`src/rtl/seq_borrow_subtractor.sv`:
```
`default_nettype none
// ============================================================================
// Module      : seq_borrow_subtractor
// Description : Multi-cycle A - B - borrow subtractor, one CHUNK_WID slice per
//               clock with a registered inter-slice borrow; valid/ready on both sides.
// Revision    : 1.0 - initial release
// ============================================================================
module seq_borrow_subtractor #(
    parameter int DATA_WID  = 64,
    parameter int CHUNK_WID = 16
) (
    input  logic                Clock,
    input  logic                Reset,
    input  logic                InValid,
    output logic                InReady,
    input  logic [DATA_WID-1:0] InputA,
    input  logic [DATA_WID-1:0] InputB,
    input  logic                BorrowInput,
    output logic                OutValid,
    input  logic                OutReady,
    output logic [DATA_WID-1:0] Difference,
    output logic                BorrowOutput,
    output logic                Overflow
);

    localparam int c_numSlices = DATA_WID / CHUNK_WID;
    localparam int c_cntWid    = (c_numSlices > 1) ? $clog2(c_numSlices) : 1;
    localparam logic [c_cntWid-1:0] c_lastSlice = c_cntWid'(c_numSlices - 1);
    localparam int c_msb       = DATA_WID - 1;

    typedef enum logic [1:0] {
        IDLE = 2'd0,
        RUN  = 2'd1,
        DONE = 2'd2
    } state_t;

    state_t r_state;
    state_t w_nextState;

    logic [DATA_WID-1:0]  r_opA;
    logic [DATA_WID-1:0]  r_opB;
    logic [c_cntWid-1:0]  r_count;
    logic                 r_borrow;
    logic                 r_borrowOut;
    logic                 r_overflow;
    logic [CHUNK_WID-1:0] r_diffSlice [c_numSlices];

    logic [CHUNK_WID-1:0] w_sliceA [c_numSlices];
    logic [CHUNK_WID-1:0] w_sliceB [c_numSlices];
    logic [CHUNK_WID:0]   w_sub;
    logic                 w_lastSlice;
    logic                 w_overflow;

    generate
        for (genvar i = 0; i < c_numSlices; i++) begin : g_slice
            assign w_sliceA[i] = r_opA[i*CHUNK_WID +: CHUNK_WID];
            assign w_sliceB[i] = r_opB[i*CHUNK_WID +: CHUNK_WID];
            assign Difference[i*CHUNK_WID +: CHUNK_WID] = r_diffSlice[i];
        end
    endgenerate

    // The extra top bit of the zero-extended subtract is the slice borrow-out
    assign w_sub = {1'b0, w_sliceA[r_count]} - {1'b0, w_sliceB[r_count]}
                 - {{CHUNK_WID{1'b0}}, r_borrow};
    assign w_lastSlice = (r_count == c_lastSlice);
    assign w_overflow  = (r_opA[c_msb] ^ r_opB[c_msb]) & (w_sub[CHUNK_WID-1] ^ r_opA[c_msb]);

    always_ff @(posedge Clock) begin
        if (Reset) begin
            r_state <= IDLE;
        end else begin
            r_state <= w_nextState;
        end
    end

    always_comb begin
        w_nextState = r_state;
        case (r_state)
            IDLE:    if (InValid)     w_nextState = RUN;
            RUN:     if (w_lastSlice) w_nextState = DONE;
            DONE:    if (OutReady)    w_nextState = IDLE;
            default: w_nextState = IDLE;
        endcase
    end

    always_ff @(posedge Clock) begin
        if (Reset) begin
            r_opA       <= '0;
            r_opB       <= '0;
            r_count     <= '0;
            r_borrow    <= 1'b0;
            r_borrowOut <= 1'b0;
            r_overflow  <= 1'b0;
            for (int i = 0; i < c_numSlices; i++) begin
                r_diffSlice[i] <= '0;
            end
        end else begin
            case (r_state)
                IDLE: begin
                    if (InValid) begin
                        r_opA    <= InputA;
                        r_opB    <= InputB;
                        r_count  <= '0;
                        r_borrow <= BorrowInput;
                    end
                end
                RUN: begin
                    r_diffSlice[r_count] <= w_sub[CHUNK_WID-1:0];
                    r_borrow             <= w_sub[CHUNK_WID];
                    r_count              <= w_lastSlice ? '0 : r_count + 1'b1;
                    // Final slice holds the MSB, so flags are settled here
                    if (w_lastSlice) begin
                        r_borrowOut <= w_sub[CHUNK_WID];
                        r_overflow  <= w_overflow;
                    end
                end
                default: ;
            endcase
        end
    end

    assign InReady      = (r_state == IDLE);
    assign OutValid     = (r_state == DONE);
    assign BorrowOutput = r_borrowOut;
    assign Overflow     = r_overflow;

endmodule
`default_nettype wire

```
`config.mk`:
```
export PLATFORM = sky130hd
export DESIGN_NAME = seq_borrow_subtractor
export DESIGN_NICKNAME = d
export VERILOG_FILES = /design/src/rtl/seq_borrow_subtractor.sv
export SDC_FILE = /design/constraint.sdc
export NUM_CORES = 1
export LEC_CHECK = 0
export ABC_CLOCK_PERIOD_IN_PS = 4200
export CORE_MARGIN = 5
export CORE_UTILIZATION = 46
export DETAILED_ROUTE_END_ITERATION = 16
export GPL_ROUTABILITY_DRIVEN = 0
export GPL_TIMING_DRIVEN = 0
export PLACE_DENSITY = 0.86
export RECOVER_POWER = 100
export SLEW_MARGIN = 20
export SYNTH_ARGS = -nofsm -noshare
export SYNTH_HDL_FRONTEND = slang
export SYNTH_SLANG_ARGS = --single-unit
```
`constraint.sdc`:
```
create_clock -name Clock -period 4.2 [get_ports Clock]
set_clock_uncertainty 0.2 [all_clocks]
set_input_delay 0.84 -clock Clock [delete_from_list [all_inputs] [get_ports Clock]]
set_output_delay 0.84 -clock Clock [all_outputs]
set_load 0.02 [all_outputs]
```
==> Word-level counts from Yosys, hierarchy flattened <==
Memories as Yosys holds them, arrays and structs flattened.
Index checks and enable logic that the tools add are counted.
{ "classes": {"order_cmp": 1, "n_bitwise": 4, "n_addsub": 3, "eq_ne": 6, "n_mux": 23, "n_reduce_logical": 7} }
{ "ops": {"columns": ["cell", "count"], "rows": [
  ["two-way mux 16 bit", 5],
  ["binary-select mux 16 bit (select 2 bit)", 2],
  ["subtractor 16 x 16 -> 17 bit", 1],
  ["subtractor 17 x 1 -> 17 bit", 1],
  ["OR reduction 16 bit", 1],
  ["two-way mux 2 bit", 6],
  ["two-way mux 1 bit", 7],
  ["case mux 2 bit (3 select lines)", 1],
  ["AND reduction 2 bit", 3],
  ["== test 2 bit, second input constant", 2],
  ["inequality test 2 bit, second input constant", 2],
  ["case mux 2 bit (2 select lines)", 1],
  ["greater-or-equal comparator 3 bit, second input constant", 1],
  ["inverter 2 -> 3 bit", 1],
  ["AND reduction 3 bit", 1],
  ["adder 2 x 1 -> 2 bit, second input constant", 1],
  ["== test 2 x 1 -> 1 bit, second input constant", 1],
  ["zero test 2 bit", 1],
  ["inequality test 2 x 1 -> 1 bit, second input constant", 1],
  ["case mux 1 bit (2 select lines)", 1],
  ["nonzero test 2 bit", 1],
  ["XOR 1 bit", 2],
  ["bitwise AND 1 bit", 1]
]} }
{ "totals": {"out_inout_bits": 68, "memories": 1, "input_bits": 133, "reg_bits": 135, "mem_bits_rw": 64, "elab_cells": 52} }
{ "mem_list": {"columns": ["memory", "words", "word_bits", "rd", "rd_ports_with_merged_regs", "wr", "line", "text"], "rows": [
  ["r_diffSlice", 4, 16, 4, 0, 4, "46", "logic [CHUNK_WID-1:0] r_diffSlice [c_numSlices];"]
]} }

==> Longest topological paths before layout <==
{ "logic_depth": {"ltp_word": 8, "ltp_mapped": 14, "depth_no_buf": 11} }

==> Worst setup path before layout <==
OpenSTA, ideal clock, no wires.
{ "synth_timing": {"path_type": "register to register", "from": "register r_count[0]", "to": "memory r_diffSlice[0][9] (data pin)", "stages_incl_launch_ff": 12, "path_slack_ps": 212, "synth_period_minus_slack_ps": 3988, "setup_ps": 272, "arrival_ps": 3516, "required_time_ps": 3728, "n_path_buf": 2, "cell_sequence": "dfxtp_1 buf_1 buf_2 mux4_2 fa_1 ha_1 nand2b_1 o221ai_1 o211a_1 o31ai_1 nor3b_1 nor3_1"} }
{ "synth_rtl": {"columns": ["element", "line", "text"], "rows": [
  ["start: declaration", "42", "logic [c_cntWid-1:0] r_count;"],
  ["start signal: assignment", "110", "r_count <= w_lastSlice ? '0 : r_count + 1'b1;"],
  ["end: declaration", "46", null]
]} }

==> Final worst setup path <==
{ "layout_timing": {"from": "register r_count[1]", "to": "register r_borrow"} }
{ "layout_via": {"elab_chain_len": 7, "elab_cells_between_ends": 10, "cone_classes": "add/sub (2); mux (7); bitwise (1)"} }
{ "layout_rtl": {"columns": ["element", "line", "text"], "rows": [
  ["inverter 2 -> 3 bit (not written as such) (*)", "63", "assign w_sub = {1'b0, w_sliceA[r_count]} - {1'b0, w_sliceB[r_count]}"],
  ["binary-select mux 16 bit (select 2 bit)", "63", null],
  ["two-way mux 16 bit (not written as such) (2 in series)", "63", null],
  ["subtractor 16 x 16 -> 17 bit (*)", "63", null],
  ["subtractor 17 x 1 -> 17 bit (*)", "64", "- {{CHUNK_WID{1'b0}}, r_borrow};"],
  ["case mux 1 bit (2 select lines) (*)", "98", "case (r_state)"],
  ["end signal: assignment", "104", "r_borrow <= BorrowInput;"],
  ["end signal: assignment", "109", "r_borrow <= w_sub[CHUNK_WID];"],
  ["end: declaration", "43", "logic r_borrow;"]
]} }
Every way passes the cells marked *; elsewhere a longest branch is shown, timed or not. The select of a mux whose other input is x is not followed.
A chain may end at the register's enable or synchronous reset.

==> flow_metrics.py <==
metrics = {
    "pwr": {
        "leakage_uw": 0.00463,
        "power_density_nw_per_um2": 424,
        "ir_worst_vdd_uv": 303,
        "finalPower_uw": 5070,
    },
    "sta": {
        "max_freq_mhz": 242,
        "final_max_slew_viol_count": 0,
        "finalSetupTns_ns": 0,
        "finalHoldViolCount": 0,
        "setup-violations-final": 0,
        "setup_ws_ns": 0.0666,
        "tightest_slew_ns": 0.870,
        "fin_crit_sh": 0.984,
        "slew_headroom": 0.420,
        "post-route-min-period_ns": 4.13,
    },
    "critical_path": {
        "reg2reg_to": "r_borrow",
        "reg2reg_depth": 12,
        "rrSetupSlack_ns": 0.07,
        "arrival_ns": 4.27,
        "crit_chain": "clkbuf_2 -> buf_2 -> mux4_2 -> fa_1 -> inv_1 -> fa_1 -> a21boi_1 -> o21ba_1 -> o21ai_1 -> a211oi_1 -> or4_1 -> a311oi_1",
        "r2r_start": "r_count[1]",
        "path_class": "reg -> reg",
        "crit_path_top_delay_cell": "or4_1",
        "end_kind": "register",
        "cp_max_fo": 10,
        "crit_top_cell": "fa_1",
        "max_stage_delay_ns": 0.54,
        "cp.required_ns": 4.34,
        "worstSetupStartpointType": "register",
    },
    "die": {
        "start_util": 0.463,
        "io_pins": 201,
        "die_w_um": 149,
        "die-area_um2": 22300,
        "num_rows": 51,
        "coreArea_um2": 19300,
        "die_h_um": 149,
    },
    "finish": {
        "register_area_um2": 4620,
        "nNetsFinal": 1339,
        "fin_cells": 1454,
        "stdcell_area_um2": 11900,
        "multi_input_area_um2": 3900,
        "area_delta_synth_final_pct": 33.7,
        "num-fill-cells": 1569,
        "layout-drive-gt1-share": 0.0707,
    },
    "drt": {
        "ant_nets": 0,
        "post_drt_wl_per_cell_um": 18.3,
        "finalWirelength_um": 26600,
        "vias": 7963,
        "vias_per_cell": 5.48,
        "drt_first_iter_violations": 773,
        "drc": 0,
        "first_pass_iters": 6,
    },
    "clock_network": {
        "cts_root_buffer": "clkbuf_16",
        "h-tree-depth": 4,
        "cts.path.max_buffers": 2,
        "cts_setup_buffers": 0,
        "insertion_delay_ns": 0.44,
        "clk_pin_slew_ns": 0.08,
        "cts_tree": "yes",
        "clock-sinks": 199,
        "cts_hold_buf": 0,
        "cts_buffers": 17,
    },
    "synthesis": {
        "muxShareOfSynthArea": 0.0828,
        "synth_simple_gate_area_frac": 0.175,
        "synth_area_leaders": "dfxtp_1 (30%), edfxtp_1 (22%), nand2_1 (11%)",
        "synth_area_per_cell_um2": 9.33,
        "netlist_area_um2": 8930,
        "ys_types": 56,
        "synth_most_common_cell": "nand2_1",
        "ys_seq_elements": 199,
        "synth_top_family_by_area": "simple AND/OR/NAND/NOR gates",
        "synth-adder-area-share": 0.0451,
        "synth_xor_area_frac": 0.00588,
        "syn-instance-count": 957,
        "synth_edf_count": 64,
        "synth_compound_area_frac": 0.124,
        "async_reset_ff_frac": 0,
        "yosys_warnings": 0,
        "synthFlopType": "dfxtp_1",
        "netlist.area_leader.share": 0.303,
        "synth_nets": 1121,
        "ys_top_cells_by_count": "nand2_1 (269), a21oi_1 (137), dfxtp_1 (135)",
        "synth_top_area_cell": "dfxtp_1",
        "ys_seq_area_frac": 0.518,
    },
    "global_routing": {
        "antenna_found_initial": 1,
        "grt_pass1_vias": 7761,
        "gr-total-overflow": 0,
        "grt_pass1_wl_um": 40300,
        "grtUsageTotal": 0.234,
        "grt_max_degree": 19,
    },
    "place": {
        "dp_hpwl_um": 20200,
        "post-place-ws_ns": -0.559,
        "dpl_cell_area_um2": 11300,
        "io_buffers": 199,
        "placed_cells": 1421,
    },
    "run": {
        "cap_violations": 0,
    },
    "worst_hold_path": {
        "hold_path.class": "reg -> reg",
        "hold_depth": 2,
        "worstHoldEndpoint": "r_opA[19]",
        "hp-start": "r_opA[19]",
    },
    "run_status": {
        "status": "finished, final reports clean",
    },
}
## cells by family (layout without fill, tap and decap cells)
kind of cell,after synthesis,count (layout)
flops,199,199
buf+inv,112,343
xor+xnor,6,6
simple gates,381,381
fa+ha+maj,31,31
compound gates,193,193
other cells,0,1
mux,35,35
## per-layer routing
layer | vias to the layer above | wire length [um] | track usage | part of all wire
met3 | 75 | 2530 | 0.0456 | 0.095
li1 | 3694 | - | - | -
met1 | 3703 | 10300 | 0.301 | 0.39
met5 | - | 0 | 0 | 0
met2 | 491 | 12700 | 0.384 | 0.48
met4 | 0 | 1010 | 0.103 | 0.038
## cell type report
class | count | share of cell area
antenna | 1 | 0.000210
tap | 265 | 0.0278
clock buffer | 18 | 0.0368
buffer | 61 | 0.0215
multi-input combinational | 646 | 0.327
timing repair buffer | 199 | 0.167
sequential | 199 | 0.387
clock inverter | 14 | 0.0167
inverter | 51 | 0.0160
## power breakdown
group	internal (uW)	leakage (uW)	switching [uW]
clock	1000	0.000318	759
combinational	477	0.00254	656
sequential	2110	0.00177	59.8
total	3590	0.00463	1480
## cells in the final DEF, fill, tap and decap left out, drive strengths merged, types with 31 or more instances in the layout
master           n
nand2          269
a21oi          137
dfxtp          135
clkdlybuf4s50  132
clkbuf          73
dlygate4sd3     67
edfxtp          64
inv             59
nor2            57
mux4            31
## worst max-delay path by stage
stage | startpoint | to | slack (ns) | depth (start not counted)
2_1_floorplan | r_count[0] | r_diffSlice[0][9] | 0.21 | 11
3_3_place_gp | r_count[0] | r_diffSlice[0][13] | -0.44 | 11
3_5_place_dp | r_count[0] | r_diffSlice[2][14] | -0.56 | 12
4_1_cts | r_count[1] | r_diffSlice[0][11] | 0.005 | 12
5_1_grt | r_count[0] | r_borrow | -0.007 | 11
6_report | r_count[1] | r_borrow | 0.07 | 12
## state kept, by name, summed over array words and instances (netlist names)
name and cells:
r_opB 64, Overflow 1, r_borrow 1, r_count 2, r_state 2, r_diffSlice 64, r_opA 64, BorrowOutput 1
## repair_timing
| action | in CTS | in global routing |
|---|---|---|
| endpoints found under the setup margin | 43 | 36 |
| endpoints found under the hold margin | 0 | 0 |
| pin swaps | 0 | 0 |
| resized for setup | 8 | 18 |
## worst max-delay path, delay by kind of cell, from the launching register on
kind | cells | cell delay, ns
mux | 1 | 0.40
simple gates | 1 | 0.54
flops | 1 | 0.44
compound gates | 5 | 1.01
buf+inv | 3 | 0.83
fa+ha+maj | 2 | 0.61
## stage by stage
| stage | hold slack (ns) | utilization |
|---|---|---|
| floorplan | 0.233 | - |
| global placement | 0.239 | 0.584 |
| finish | 0.255 | 0.620 |
| detailed placement | 0.244 | 0.584 |
| global route | 0.267 | 0.620 |
| CTS | 0.254 | 0.618 |
(Power assumes the default switching activity.)
